==> config.mk <==
export PLATFORM = sky130hd
export DESIGN_NAME = flop_delay_line
export DESIGN_NICKNAME = d
export VERILOG_FILES = /design/src/rtl/flop_delay_pkg.sv /design/src/rtl/flop_delay_stage.sv /design/src/rtl/flop_delay_line.sv
export SDC_FILE = /design/constraint.sdc
export NUM_CORES = 1
export LEC_CHECK = 0
export ABC_AREA = 0
export BUFFER_PORTS_ARGS = -buffer_cell sky130_fd_sc_hd__buf_2
export CORE_AREA = 2 2 39 41
export CTS_CLUSTER_SIZE = 12
export DETAILED_ROUTE_END_ITERATION = 12
export DIE_AREA = 0 0 41 43
export HOLD_SLACK_MARGIN = 0.03
export PLACE_DENSITY = 0.55
export SLEW_MARGIN = 20
export SYNTH_ARGS = -nofsm -noshare
export SYNTH_HDL_FRONTEND = slang
export SYNTH_SLANG_ARGS = --single-unit
==> constraint.sdc <==
create_clock -name clk -period 1.48 [get_ports clk]
set_clock_uncertainty 0.05 [all_clocks]
set_input_delay 0.222 -clock clk [delete_from_list [all_inputs] [get_ports clk]]
set_output_delay 0.222 -clock clk [all_outputs]
set_load 0.005 [all_outputs]
==> src/rtl/flop_delay_pkg.sv <==
// Shared definitions for the flop_delay_line delay pipeline.
//   cnt_w(depth)   : width of an occupancy counter able to hold 0..depth
//   DEF_RESET_BIT  : bit value replicated to build the default RESET_VAL
package flop_delay_pkg;

  localparam logic DEF_RESET_BIT = 1'b0;

  function automatic int cnt_w(input int depth);
    return $clog2(depth + 1);
  endfunction

endpackage

==> src/rtl/flop_delay_stage.sv <==
// One register stage of flop_delay_line: a valid bit plus WIDTH data bits.
// Control priority inside the stage: rst > shift > clr > ld.
//   clk, rst   : clock, synchronous active-high reset (v=0, d=RESET_VAL)
//   shift      : scan shift; d takes scan_d, v holds
//   clr        : clear valid bit, data holds
//   ld         : load v_in; data loads d_in only when v_in=1
//   v, d       : registered valid / data
module flop_delay_stage
  import flop_delay_pkg::*;
#(
  parameter int               WIDTH     = 2,
  parameter logic [WIDTH-1:0] RESET_VAL = {WIDTH{DEF_RESET_BIT}}
) (
  input  logic             clk,
  input  logic             rst,
  input  logic             shift,
  input  logic             clr,
  input  logic             ld,
  input  logic             v_in,
  input  logic [WIDTH-1:0] d_in,
  input  logic [WIDTH-1:0] scan_d,
  output logic             v,
  output logic [WIDTH-1:0] d
);

  always_ff @(posedge clk) begin
    if (rst) begin
      v <= 1'b0;
      d <= RESET_VAL;
    end else if (shift) begin
      d <= scan_d;
    end else if (clr) begin
      v <= 1'b0;
    end else if (ld) begin
      v <= v_in;
      // A bubble moving in leaves the old data in place.
      if (v_in) d <= d_in;
    end
  end

endmodule

==> src/rtl/flop_delay_line.sv <==
// Stallable, bubble-collapsing valid/ready delay line of DEPTH stages.
// Ports:
//   clk, rst            : clock, synchronous active-high reset
//   ce                  : clock enable, 0 freezes all state
//   flush               : clears every valid bit, data holds
//   in_valid/in_ready/in_data    : upstream handshake
//   out_valid/out_ready/out_data : downstream handshake (last stage)
//   count               : number of valid stages
//   scan_en/scan_in/scan_out : only when FLOP_DELAY_SCAN_EN is defined
// Handshake: a transfer happens on a rising edge where valid and ready are
// both 1; ready never depends on the same-side valid, and both valid
// outputs drop to 0 while the line is stalled, flushed or shifting.
// Control priority: rst > scan_en > flush > ce=0 > normal.
module flop_delay_line
  import flop_delay_pkg::*;
#(
  parameter int               WIDTH     = 2,
  parameter int               DEPTH     = 3,
  parameter logic [WIDTH-1:0] RESET_VAL = {WIDTH{DEF_RESET_BIT}}
) (
  input  logic                      clk,
  input  logic                      rst,
  input  logic                      ce,
  input  logic                      flush,
`ifdef FLOP_DELAY_SCAN_EN
  input  logic                      scan_en,
  input  logic                      scan_in,
  output logic                      scan_out,
`endif
  input  logic                      in_valid,
  output logic                      in_ready,
  input  logic [WIDTH-1:0]          in_data,
  output logic                      out_valid,
  input  logic                      out_ready,
  output logic [WIDTH-1:0]          out_data,
  output logic [cnt_w(DEPTH)-1:0]   count
);

  localparam int CW = cnt_w(DEPTH);

  logic [DEPTH-1:0]            v_q;
  logic [DEPTH-1:0][WIDTH-1:0] d_q;
  logic [DEPTH-1:0][WIDTH-1:0] scan_d;
  logic [DEPTH-1:0]            rdy;
  logic                        shift;
  logic                        active;

`ifdef FLOP_DELAY_SCAN_EN
  assign shift    = scan_en;
  assign scan_out = d_q[DEPTH-1][WIDTH-1];
`else
  assign shift    = 1'b0;
`endif

  // Normal movement only when nothing of higher priority is asserted.
  assign active = ce & ~flush & ~shift;

  // Stage i can take a new value if it or any stage downstream of it is
  // empty, or the consumer is draining the last stage. Written as an OR
  // over the tail instead of a rippling self-reference.
  always_comb begin
    rdy = '0;
    for (int i = 0; i < DEPTH; i++) begin
      rdy[i] = out_ready;
      for (int j = i; j < DEPTH; j++) begin
        if (!v_q[j]) rdy[i] = 1'b1;
      end
    end
  end

  always_comb begin
    count = '0;
    for (int i = 0; i < DEPTH; i++) begin
      count = count + CW'(v_q[i]);
    end
  end

  assign in_ready  = active & rdy[0];
  assign out_valid = active & v_q[DEPTH-1];
  assign out_data  = d_q[DEPTH-1];

  for (genvar i = 0; i < DEPTH; i++) begin : g_stage
    logic             v_in;
    logic [WIDTH-1:0] d_in;
    logic             sbit;

    if (i == 0) begin : g_first
      assign v_in = in_valid;
      assign d_in = in_data;
`ifdef FLOP_DELAY_SCAN_EN
      assign sbit = scan_in;
`else
      assign sbit = 1'b0;
`endif
    end else begin : g_rest
      assign v_in = v_q[i-1];
      assign d_in = d_q[i-1];
      assign sbit = d_q[i-1][WIDTH-1];
    end

    // Scan chain runs LSB to MSB within a stage, then into the next stage.
`ifdef FLOP_DELAY_SCAN_EN
    if (WIDTH == 1) begin : g_sc1
      assign scan_d[i] = sbit;
    end else begin : g_scn
      assign scan_d[i] = {d_q[i][WIDTH-2:0], sbit};
    end
`else
    assign scan_d[i] = {WIDTH{sbit}} & '0;
`endif

    flop_delay_stage #(
      .WIDTH     (WIDTH),
      .RESET_VAL (RESET_VAL)
    ) u_stage (
      .clk    (clk),
      .rst    (rst),
      .shift  (shift),
      .clr    (flush),
      .ld     (active & rdy[i]),
      .v_in   (v_in),
      .d_in   (d_in),
      .scan_d (scan_d[i]),
      .v      (v_q[i]),
      .d      (d_q[i])
    );
  end

endmodule

# After elaboration in Yosys (flattened, before gate mapping)
# Cells that the tools add are included.
[word_totals]
out_inout_bits = 6
register_bits = 9
elab_cells = 24
inputBits = 8
[op_classes]
reduce_logical = 4
n_addsub = 2
n_bitwise = 6
n_mux = 6
[op_table]
columns = ["cell", "n"]
rows = [
  ["3-bit AND reduction", 3],
  ["1-bit 2-to-1 mux", 6],
  ["1-bit bitwise AND", 5],
  ["1-bit by 1-bit adder with 2-bit output", 1],
  ["2-bit by 1-bit adder with 2-bit output", 1],
  ["2-bit OR reduction", 1],
  ["1-bit inverter", 1],
]

# Depth between registers and ports, before layout
[depth]
depth_word = 5
ltp_mapped = 3
mapped_depth_nobuf = 3

# Cells and area by module
# Synthesis repeated with hierarchy kept, for this count alone.
[hier_totals]
hier_cells = 54
area_unflattened_um2 = 524.3
[modules_own_cells]
columns = ["module", "n_inst", "seq_area_each_um2", "area_per_inst_um2", "cells_each"]
rows = [
  ["flop_delay_stage", 3, 60.1, 152.6, 15],
  ["flop_delay_line", 1, 0.0, 66.3, 9],
]

# Least setup slack after synthesis
# OpenSTA, ideal clock, no wires.
[synth_timing]
kind = "register -> output"
start = "reg g_stage[2].u_stage.v"
end = "out count[0]"
t_required_ns = 1.208
path_buffers = 0
arrival_time_ns = 0.899
stages_incl_launch_ff = 2
slack_ns = 0.309
cell_sequence = "dfxtp_1 > fa_1"
[synth_via]
elab_chain_len = 1
[synth_rtl]
columns = ["item", "line_no", "source"]
rows = [
  ["from (decl)", "flop_delay_stage.sv:22", "output logic v,"],
  ["from (signal assigned)", "flop_delay_stage.sv:35", "v <= v_in;"],
  ["2-bit by 1-bit adder with 2-bit output", "flop_delay_line.sv:74", "count = count + CW'(v_q[i]);"],
  ["to (decl)", "flop_delay_line.sv:36", "output logic [cnt_w(DEPTH)-1:0] count"],
]
# Every way passes these cells.

# Worst setup path after layout
[layout_timing]
start = "reg g_stage[1].u_stage.v"
end = "out count[0]"
[layout_via]
elab_chain_len = 2
[layout_rtl]
columns = ["item", "line_no"]
rows = [
  ["from (decl)", "flop_delay_stage.sv:22"],
  ["from (signal assigned)", "flop_delay_stage.sv:35"],
  ["1-bit by 1-bit adder with 2-bit output", "flop_delay_line.sv:74"],
  ["2-bit by 1-bit adder with 2-bit output", "flop_delay_line.sv:74"],
]
# Every way passes these cells.

==> results summary <==
The flow ran to the end, and the final reports show no timing, DRC or antenna violations. The via count of the first global-routing pass is 334. In the detailed route, the total length drawn on met2 is 361 um. The cell area after placement is 554 um2. The leakage component of the power is 0.276 nW. The area of the die came out at 1760 um2. The cell sitting at the root of the clock tree is a sky130_fd_sc_hd__clkbuf_4. Setup repair after global routing could not meet its margin everywhere.

The maximum achievable frequency came out at 678 MHz. The number of vias per cell after detailed routing came out at 4.65. Routability-driven placement finished with a final weighted congestion of 0.635. The library cell used most frequently in the layout, excluding fill and tap cells, is sky130_fd_sc_hd__buf_2. The top-area cell type share of the netlist area is 38.6%. The maximum level of the CTS H-tree is 1. The count of filler cells inserted in the layout is 140.

The core box area is 1380 um2. Among all flip-flop cells after synthesis, the most frequent one is sky130_fd_sc_hd__dfxtp_1. The maximum ir drop on the vdd rail is 0.000450 V. The all-layer global routing usage is 12.1%. The final max-slew violation count is 0. The endpoint kind of the worst setup timing path is a primary output. The design draws 0.472 mW. In this run the core area contains 14 standard-cell rows.

Clock-pin slew was measured on the worst setup and hold paths at 60 ps. The global-route wire length before repair came out at 1350 um. The final critical path takes up 99.7% of the cycle. The count of max-cap constraint violations is 0.

The warning count from the yosys run is 0. The share of synthesized area occupied by flip-flops and latches is 38.6%. The largest area contributor in the synthesized netlist is sky130_fd_sc_hd__dfxtp_1. The leftover overflow at the end of global routing came out at 0. The repair_antennas step left the layout with diodes totalling 0. The met3 wire length came out at 62 um. The number of hold-repair buffers added at the cts stage came out at 0.

The total via count after detailed routing came out at 363. The average instance in the mapped netlist occupies 10.6 um2. The post-synthesis cell type count came out at 22. The number of buffers added by the clock tree synthesis step came out at 3. The layout-stage area growth over the synthesis result is 27.3%. The mean routed wirelength per cell came out at 10.7 um. Dividing total power by cell area gives a power density of 794 nW/um2.

The mapped netlist covers 467 um2. Entering global routing, the biggest net connects 12 pins. Counting along the longest clock path gives a buffer depth of 2.

The die width is 41 um. The data required time of the worst path came out at 1210 ps. The worst hold path belongs to the class in -> reg. Detailed placement finished with a half-perimeter wire length of 630 um. The setup violation total in the final timing report is 0. The number of synthesized flops with an enable pin came out at 0. The shortest period the worst path allows came out at 1480 ps. The number of clock sinks seen by CTS is 9. The number of hold violations in the final report is 0.

For this run, design rule violations remaining after detail routing come to 0. The number of standard cells after synthesis came out at 44. In the post-synthesis netlist, the biggest area contributors are sky130_fd_sc_hd__dfxtp_1 39%, sky130_fd_sc_hd__mux2i_1 13%, sky130_fd_sc_hd__nand2b_1 11%. The post-synthesis register bit count came out at 9. In the synthesized netlist the async set-or-reset flop fraction comes to 0%. The worst endpoint data arrival time is 1200 ps. The setup path with the least slack is of type reg -> out. The cell area after layout is 594 um2. Summing all flip-flop and latch instances after layout gives 186 um2.

After the first detailed-routing iteration, the DRC count stood at 4. The clock latency on the worst-skew pair is 250 ps. The top metal layer carrying routed signals is met4.

During placement, the flow inserted port buffers numbering 13. The category of the worst setup path launch point is a flop. The number of nets in the synthesized netlist came out at 53.

The final wirelength came out at 836 um. The die span in y came out at 43 um. The number of nets in the final layout is 72. The area taken by multi-input logic gates is 274 um2. The fraction of final layout cells sized beyond drive strength 1 came out at 41.9%. In the layout the commonest cells are 13 x sky130_fd_sc_hd__buf_2, 8 x sky130_fd_sc_hd__nand2b_1, 6 x sky130_fd_sc_hd__mux2i_1, 6 x sky130_fd_sc_hd__dfxtp_1, 3 x sky130_fd_sc_hd__clkbuf_4. The number of I/O pins is 14.

The wire length the detailed router placed on met1 came out at 399 um. The count of nets left with antenna violations after detail routing is 0. The TritonCTS clock tree is yes. For the pin with the worst max-slew slack, the measured transition is 205 ps. The number of detailed-route iterations in the first pass is 4. The worst max-slew margin expressed relative to the limit came out at 86.2%. The effective utilization at floorplan is 33.7%.

Along the worst path, the maximum fanout reaches 2. The number of antenna violations at the first check in global routing came out at 0.
-- cell families (layout without fill, tap and decap cells) --
logic type / Yosys count / in the layout / share of synthesized area (%)
AO/OA/AOI/OAI: 6 / 6 / 10.7
buffers and inverters: 3 / 21 / 2.68
AND/OR/NAND/NOR: 19 / 19 / 30.8
flip-flops: 9 / 9 / 38.6
adder cells (fa/ha/maj): 1 / 1 / 4.29
multiplexers: 6 / 6 / 12.9
-- worst max-delay path, stage by stage (launching register included) --
cell                      delay, ps
sky130_fd_sc_hd__dfxtp_2        330
sky130_fd_sc_hd__fa_1           520
sky130_fd_sc_hd__buf_2          100
-- flip-flops by register name, summed over array words and instances, names as in the netlist --
| name | count |
|---|---|
| g_stage.u_stage.v | 3 |
| g_stage.u_stage.d | 6 |
-- layout make-up --
type	count	area share, %
Sequential cell	9	31.4
Multi-Input combinational cell	32	46.1
Clock buffer	4	4.42
Tap cell	16	3.37
Inverter	2	1.26
Timing Repair Buffer	15	13.5
-- power by group --
| group | total (mW) | switching (mW) | leakage [nW] | internal, mW |
|---|---|---|---|---|
| clock network | 0.183 | 0.0799 | 0.0150 | 0.104 |
| logic | 0.0429 | 0.0195 | 0.187 | 0.0234 |
| registers | 0.245 | 0.00184 | 0.0745 | 0.244 |
-- cells in the mapped netlist, drive strengths merged (2+ instances only) --
master / n
dfxtp: 9
nand2b: 8
mux2i: 6
and2b: 2
inv: 2
nand2: 2
-- layer usage --
layer / track usage [%] / vias to the layer above
met5: 0 / -
met2: 14.1 / 12
met3: 3.14 / 2
met1: 16.6 / 161
li1: - / 188
met4: 12.0 / 0
-- final timing paths --
path | start | to | slack (ps) | cells after the start
hold reg to reg | g_stage[2].u_stage.d[0] | g_stage[2].u_stage.d[0] | 430 | 2
setup / recovery | g_stage[1].u_stage.v | count[0] | 4 | 2
setup reg to reg | g_stage[2].u_stage.v | g_stage[2].u_stage.d[0] | 220 | 4
hold / removal | flush | g_stage[0].u_stage.v | 130 | 2
-- what timing repair did --
| action | 4_1_cts | 5_1_grt |
|---|---|---|
| endpoints found under the setup margin | 1 | 2 |
| pin swaps | 0 | 1 |
| buffers inserted | 1 | 0 |
| resized for setup | 3 | 1 |
| cloned | 0 | 0 |
-- stage by stage --
stage,cells,TNS (ps),util [%],setup slack (ps),hold slack [ps]
floorplan,44,0,-,309,250
global placement,73,0,40.1,221,396
detailed placement,73,0,40.1,199,402
CTS,78,-33.0,42.9,-33.0,118
global route,78,-67.8,42.9,-67.8,115
finish,78,0,42.9,4.08,130
Power figures use the tool's default switching activity.
